File: config.mk
export PLATFORM = sky130hd
export DESIGN_NAME = data_memory_arbiter
export DESIGN_NICKNAME = d
export VERILOG_FILES = /design/src/rtl/data_memory_arbiter.sv
export SDC_FILE = /design/constraint.sdc
export NUM_CORES = 1
export LEC_CHECK = 0
export CORE_AREA = 2 2 183 185
export CTS_CLUSTER_SIZE = 8
export DETAILED_ROUTE_END_ITERATION = 8
export DIE_AREA = 0 0 185 187
export PLACE_DENSITY = 0.69
export RECOVER_POWER = 100
export SYNTH_ARGS = -nofsm -noshare
export SYNTH_HDL_FRONTEND = slang
export SYNTH_SLANG_ARGS = --single-unit
File: constraint.sdc
create_clock -name clk -period 1.82 [get_ports clk]
set_input_delay 0.364 -clock clk [delete_from_list [all_inputs] [get_ports clk]]
set_output_delay 0.364 -clock clk [all_outputs]
set_load 0.02 [all_outputs]
File: src/rtl/data_memory_arbiter.sv
// Two-requester round-robin arbiter in front of a single-port synchronous data memory.
// Each accepted command holds the memory for 2 cycles (write) or 3 cycles (read), and every output is registered.
module data_memory_arbiter #(
  parameter int DATA_W = 72,
  parameter int ADDR_W = 7
) (
  input  logic              clk,
  input  logic              reset,
  input  logic              req0,
  input  logic              req1,
  input  logic              we0,
  input  logic              we1,
  input  logic [ADDR_W-1:0] addr0,
  input  logic [ADDR_W-1:0] addr1,
  input  logic [DATA_W-1:0] wdata0,
  input  logic [DATA_W-1:0] wdata1,
  output logic              gnt0,
  output logic              gnt1,
  output logic              rvalid0,
  output logic              rvalid1,
  output logic [DATA_W-1:0] rdata0,
  output logic [DATA_W-1:0] rdata1,
  output logic              mem_en,
  output logic              mem_we,
  output logic [ADDR_W-1:0] mem_addr,
  output logic [DATA_W-1:0] mem_wdata,
  input  logic [DATA_W-1:0] mem_rdata,
  output logic              busy,
  output logic [1:0]        dbg_state
);

  typedef enum logic [1:0] {
    IDLE  = 2'd0,
    ISSUE = 2'd1,
    RWAIT = 2'd2
  } state_t;

  // Handshake: a requester raises req with we/addr/wdata stable and keeps them until it
  // sees its one-cycle gnt; a read then returns one rvalid pulse two cycles after gnt.

  state_t state, state_n;
  logic   sel, sel_n;    // requester that owns the transaction in flight
  logic   last, last_n;  // requester granted most recently
  logic   pick;

  logic              gnt0_n, gnt1_n, rvalid0_n, rvalid1_n;
  logic              mem_en_n, mem_we_n, busy_n;
  logic [ADDR_W-1:0] mem_addr_n;
  logic [DATA_W-1:0] mem_wdata_n, rdata0_n, rdata1_n;

  always_comb begin
    state_n     = state;
    sel_n       = sel;
    last_n      = last;
    pick        = 1'b0;
    gnt0_n      = 1'b0;
    gnt1_n      = 1'b0;
    rvalid0_n   = 1'b0;
    rvalid1_n   = 1'b0;
    mem_en_n    = 1'b0;
    mem_we_n    = mem_we;
    mem_addr_n  = mem_addr;
    mem_wdata_n = mem_wdata;
    rdata0_n    = rdata0;
    rdata1_n    = rdata1;
    case (state)
      IDLE: begin
        if (req0 || req1) begin
          // On a tie the requester not granted last wins; a lone requester always wins.
          pick        = (req0 && req1) ? ~last : req1;
          sel_n       = pick;
          last_n      = pick;
          mem_en_n    = 1'b1;
          mem_we_n    = pick ? we1 : we0;
          mem_addr_n  = pick ? addr1 : addr0;
          mem_wdata_n = pick ? wdata1 : wdata0;
          gnt0_n      = ~pick;
          gnt1_n      = pick;
          state_n     = ISSUE;
        end
      end
      ISSUE: state_n = mem_we ? IDLE : RWAIT;
      RWAIT: begin
        if (sel) begin
          rdata1_n  = mem_rdata;
          rvalid1_n = 1'b1;
        end else begin
          rdata0_n  = mem_rdata;
          rvalid0_n = 1'b1;
        end
        state_n = IDLE;
      end
      default: state_n = IDLE;
    endcase
    busy_n = (state_n != IDLE);
  end

  always_ff @(posedge clk) begin
    if (reset) begin
      state     <= IDLE;
      sel       <= 1'b0;
      last      <= 1'b1;
      gnt0      <= 1'b0;
      gnt1      <= 1'b0;
      rvalid0   <= 1'b0;
      rvalid1   <= 1'b0;
      rdata0    <= '0;
      rdata1    <= '0;
      mem_en    <= 1'b0;
      mem_we    <= 1'b0;
      mem_addr  <= '0;
      mem_wdata <= '0;
      busy      <= 1'b0;
    end else begin
      state     <= state_n;
      sel       <= sel_n;
      last      <= last_n;
      gnt0      <= gnt0_n;
      gnt1      <= gnt1_n;
      rvalid0   <= rvalid0_n;
      rvalid1   <= rvalid1_n;
      rdata0    <= rdata0_n;
      rdata1    <= rdata1_n;
      mem_en    <= mem_en_n;
      mem_we    <= mem_we_n;
      mem_addr  <= mem_addr_n;
      mem_wdata <= mem_wdata_n;
      busy      <= busy_n;
    end
  end

  assign dbg_state = state;

endmodule

-- Word-level counts from Yosys, hierarchy flattened
Index checks and enable logic that the tools add are counted.
Widths: inputs -> output; s select.
- bits in registers: 234
- bits of input ports: 236
- output and inout bits: 232
- word-level logic and storage cells: 42
- equality and inequality tests: 2
- multiplexer cells: 10
- bitwise gates (word level): 6
- reduce and logical (&&, ||, !) cells: 10
- operators with widths (operator ; number):
    $mux 72 ; 1
    $mux 7 ; 1
    $not 1->1 ; 6
    $reduce_and 2->1 ; 3
    $mux 1 ; 5
    $mux 2 ; 2
    $pmux 2 s2 ; 1
    $reduce_or 2->1 ; 2
    $reduce_or 3->1 ; 1
    $eq 2x1->1 const B ; 1
    $eq 2x2->1 const B ; 1
    $logic_not 2->1 ; 1
    $reduce_bool 2->1 ; 1
    $logic_and 1x1->1 ; 1
    $logic_or 1x1->1 ; 1

-- Logic depth before layout (Yosys ltp)
- depth in word-level cells: 4
- gate-level depth with buffers: 5

-- Worst setup path after synthesis
No wires, ideal clock.
- path kind: register -> register
- start point: reg state[1], in the netlist dbg_state[1]
- end point: reg rdata0[55]
- setup time: 0.132 ns
- data arrival time: 1.313 ns
- required time: 1.688 ns
- path slack: 0.375 ns
- stages on the path, launching flop included: 6
- cells stage by stage: dfxtp_1 > or3b_1 > buf_2 > buf_6 > nand2_1 > a21oi_1
- word-level cells in the longest chain between the ends: 2
- RTL lines (item ; line ; RTL):
    start, declared ; 41 ; state_t state, state_n;
    start signal, assigned ; 115 ; state <= state_n;
    $eq 2x2->1 ; 66 ; case (state)
    $reduce_and 2->1 (no source line) ; -- ;
    end signal, assigned ; 122 ; rdata0 <= rdata0_n;
    end, declared ; 21 ; output logic [DATA_W-1:0] rdata0,
No other way between the ends.
A chain may end at the register's enable or synchronous reset.

-- Worst setup path in the final report
- start point: reg rdata1[1]
- end point: out rdata1[1]
- RTL lines (item ; line ; RTL):
    start, declared ; 22 ; output logic [DATA_W-1:0] rdata1,
    start signal, assigned ; 123 ; rdata1 <= rdata1_n;
No word-level cell between the ends.

==> out/results.ini <==
[status]
outcome=complete, no violations

[sta]
fmax_ghz=0.5612
finalSetupTns_ps=0
rsz0062_at_grt=false
setup_viol=0
setup_slack_ps=38.15
final_max_slew_viol_count=0
tightestPinTransition_ps=660.7
timing.hold.ws_ps=283.2
finalHoldViolations=0
post-route-period-util=0.9790
maxSlewHeadroom=0.5595
fin_skew_ps=10.59
fin_crit_ps=1782

[final_layout]
layout.area.seq_mm2=0.004687
final_area_mm2=0.01452
n_fill_cell=3288
multiInputGateArea_mm2=0.003682
synthToLayoutAreaGrowth_pct=63.96
layout_common_cells=449 x nand2_1, 242 x clkdlybuf4s50_1, 232 x dfxtp_1
final_common_cell=nand2_1
final_nets=1796
drive_gt1_frac=0.06018
final_util=0.4419

[place]
detailed_place_hpwl_um=24220
dpl_cell_area_mm2=0.01418
place_congestion=0.8483
pre_cts_ws_ps=-191.4
port_buffers=467

[setup_path]
worst_ep_arrival_time_ps=1420
cp_max_fo=2
required_ps=1460
max_stage_delay_ps=610
crit_type=reg2out
r2r-start=dbg_state[1]$_SDFF_PP0_
cp-start-kind=flip-flop
startpoint=rdata1[1]$_SDFFE_PP0P_
crit_path_end_kind=output port
critPathSlowestCell=clkdlybuf4s50_1
critPathTopFamily=buffers and inverters
critPathBufInv=1
worstPathCellList=clkdlybuf4s50_1

[global_routing]
overflow=0
grt_pass1_vias=9355
grt_use_met2=0.3155
grt_usage=0.1865
antenna_found_initial=1
grt_pass1_wl_um=51670
grtUsageMet3=0.07262
grt_max_degree=83
busiest_layer=met2
grt_use_met1=0.2147

[clock_tree]
cts_setup_buffers=0
clock_latency_ps=500
cts_tree=yes
root_buffer=clkbuf_16
cts-buffers-inserted=35
h-tree-depth=2
clk_path_buf_depth=3
clk_pin_slew_ps=50
cts.sinks=234

[logic_synthesis]
synth.area.mux_share=0
yosys.area_share.xor_xnor=0
syn-instance-count=1112
synth_area_mm2=0.008857
synth-compound-area-share=0.2102
seq_area_frac_synth=0.5289
syn_nets=1348
synth-simple-area-share=0.2024
synth_cell_types=21
ys_ff_latch=234
yosysWarnings=0
avgSynthCellArea_um2=7.965
synth_fa_ha_area_frac=0
synth_top_family_by_area=compound AO/OA/AOI/OAI gates

[routing]
drtIter0Drc=392
dr_total_vias=9573
ant_nets=0
dr.pass1.iters=5
via_per_inst=4.760
drc=0
wl_per_cell_um=17.05
wirelength_um=34280

[floorplanning]
initial_utilization=0.2695
core_area_mm2=0.03286
die_x_um=185
io_pins=468
die-area_mm2=0.03460
rows=67
die_h_um=187

[job]
maxCapViolations=0

[hold_path]
hold_class=in2reg
min_from=reset

[power]
p_leak_nw=5.865
power.density_mw_per_mm2=951.0
peakVddDrop_mv=0.5636

layer usage:
metal,up-vias,part of all wire
li1,4644,-
met1,4443,0.39
met2,426,0.47
met3,60,0.11
met4,0,0.028
met5,-,0
cells in the mapped netlist, drive strengths merged:
cell    instances  area share
a311oi         80       0.079
nor2            7      0.0035
or3b            1     0.00099
nor3            2      0.0011
a21boi          1     0.00085
o21ai           2      0.0011
or2             2      0.0014
a21bo           1      0.0011
a21oi         225        0.13
nor3b           1     0.00085
o21bai          1     0.00085
nand2         449        0.19
buf            76       0.048
nor4b           1     0.00099
and3b           1     0.00099
dfxtp         234        0.53
nand3b          2      0.0017
clkbuf         25       0.011
nand3           1     0.00056
power by group:
part / internal, mW / leakage [nW] / total [mW] / switching (mW)
clock: 3.58 / 0.466 / 5.75 / 2.17
combinational: 1.12 / 3.49 / 2.45 / 1.33
sequential: 5.44 / 1.91 / 5.62 / 0.182
total: 10.1 / 5.87 / 13.8 / 3.68
sequential cells by signal, indices dropped and copies added, names as in the netlist:
name       count
busy           1
dbg_state      2
gnt0           1
gnt1           1
last           1
mem_addr       7
mem_en         1
mem_wdata     72
mem_we         1
rdata0        72
rdata1        72
rvalid0        1
rvalid1        1
sel            1
per-stage QoR:
step	total power [mW]	cells
2_1_floorplan	6.855	1112
6_report	13.81	2011
3_3_place_gp	8.367	1971
4_1_cts	14.08	2010
3_5_place_dp	8.394	1971
5_1_grt	14.40	2011
area by class of cell:
class / instances / share of cell area
Antenna cell: 1 / 0.0001723
Clock inverter: 3 / 0.004308
Multi-Input combinational cell: 777 / 0.2536
Sequential cell: 234 / 0.3227
Tap cell: 448 / 0.03860
Clock buffer: 36 / 0.06126
Timing Repair Buffer: 512 / 0.3194
worst paths after layout:
check | slack, ps | depth (start not counted) | end
setup / recovery | 40 | 1 | rdata1[1]
hold reg to reg | 450 | 2 | rdata0[70]$_SDFFE_PP0P_
hold / removal | 280 | 2 | dbg_state[0]$_SDFF_PP0_
setup reg to reg | 120 | 4 | mem_en$_SDFF_PP0_
cells by family (layout without fill, tap and decap cells):
group           count (synthesis)  in the layout
other cells                     0              1
flops                         234            234
simple gates                  467            467
compound gates                310            310
buf+inv                       101            551
timing repair:
item,in CTS,in global routing
gates resized for setup,164,62
cloned,0,0
hold buffers,0,0
hold endpoints to repair,0,0
endpoints found under the setup margin,164,62
(Power assumes the default switching activity.)
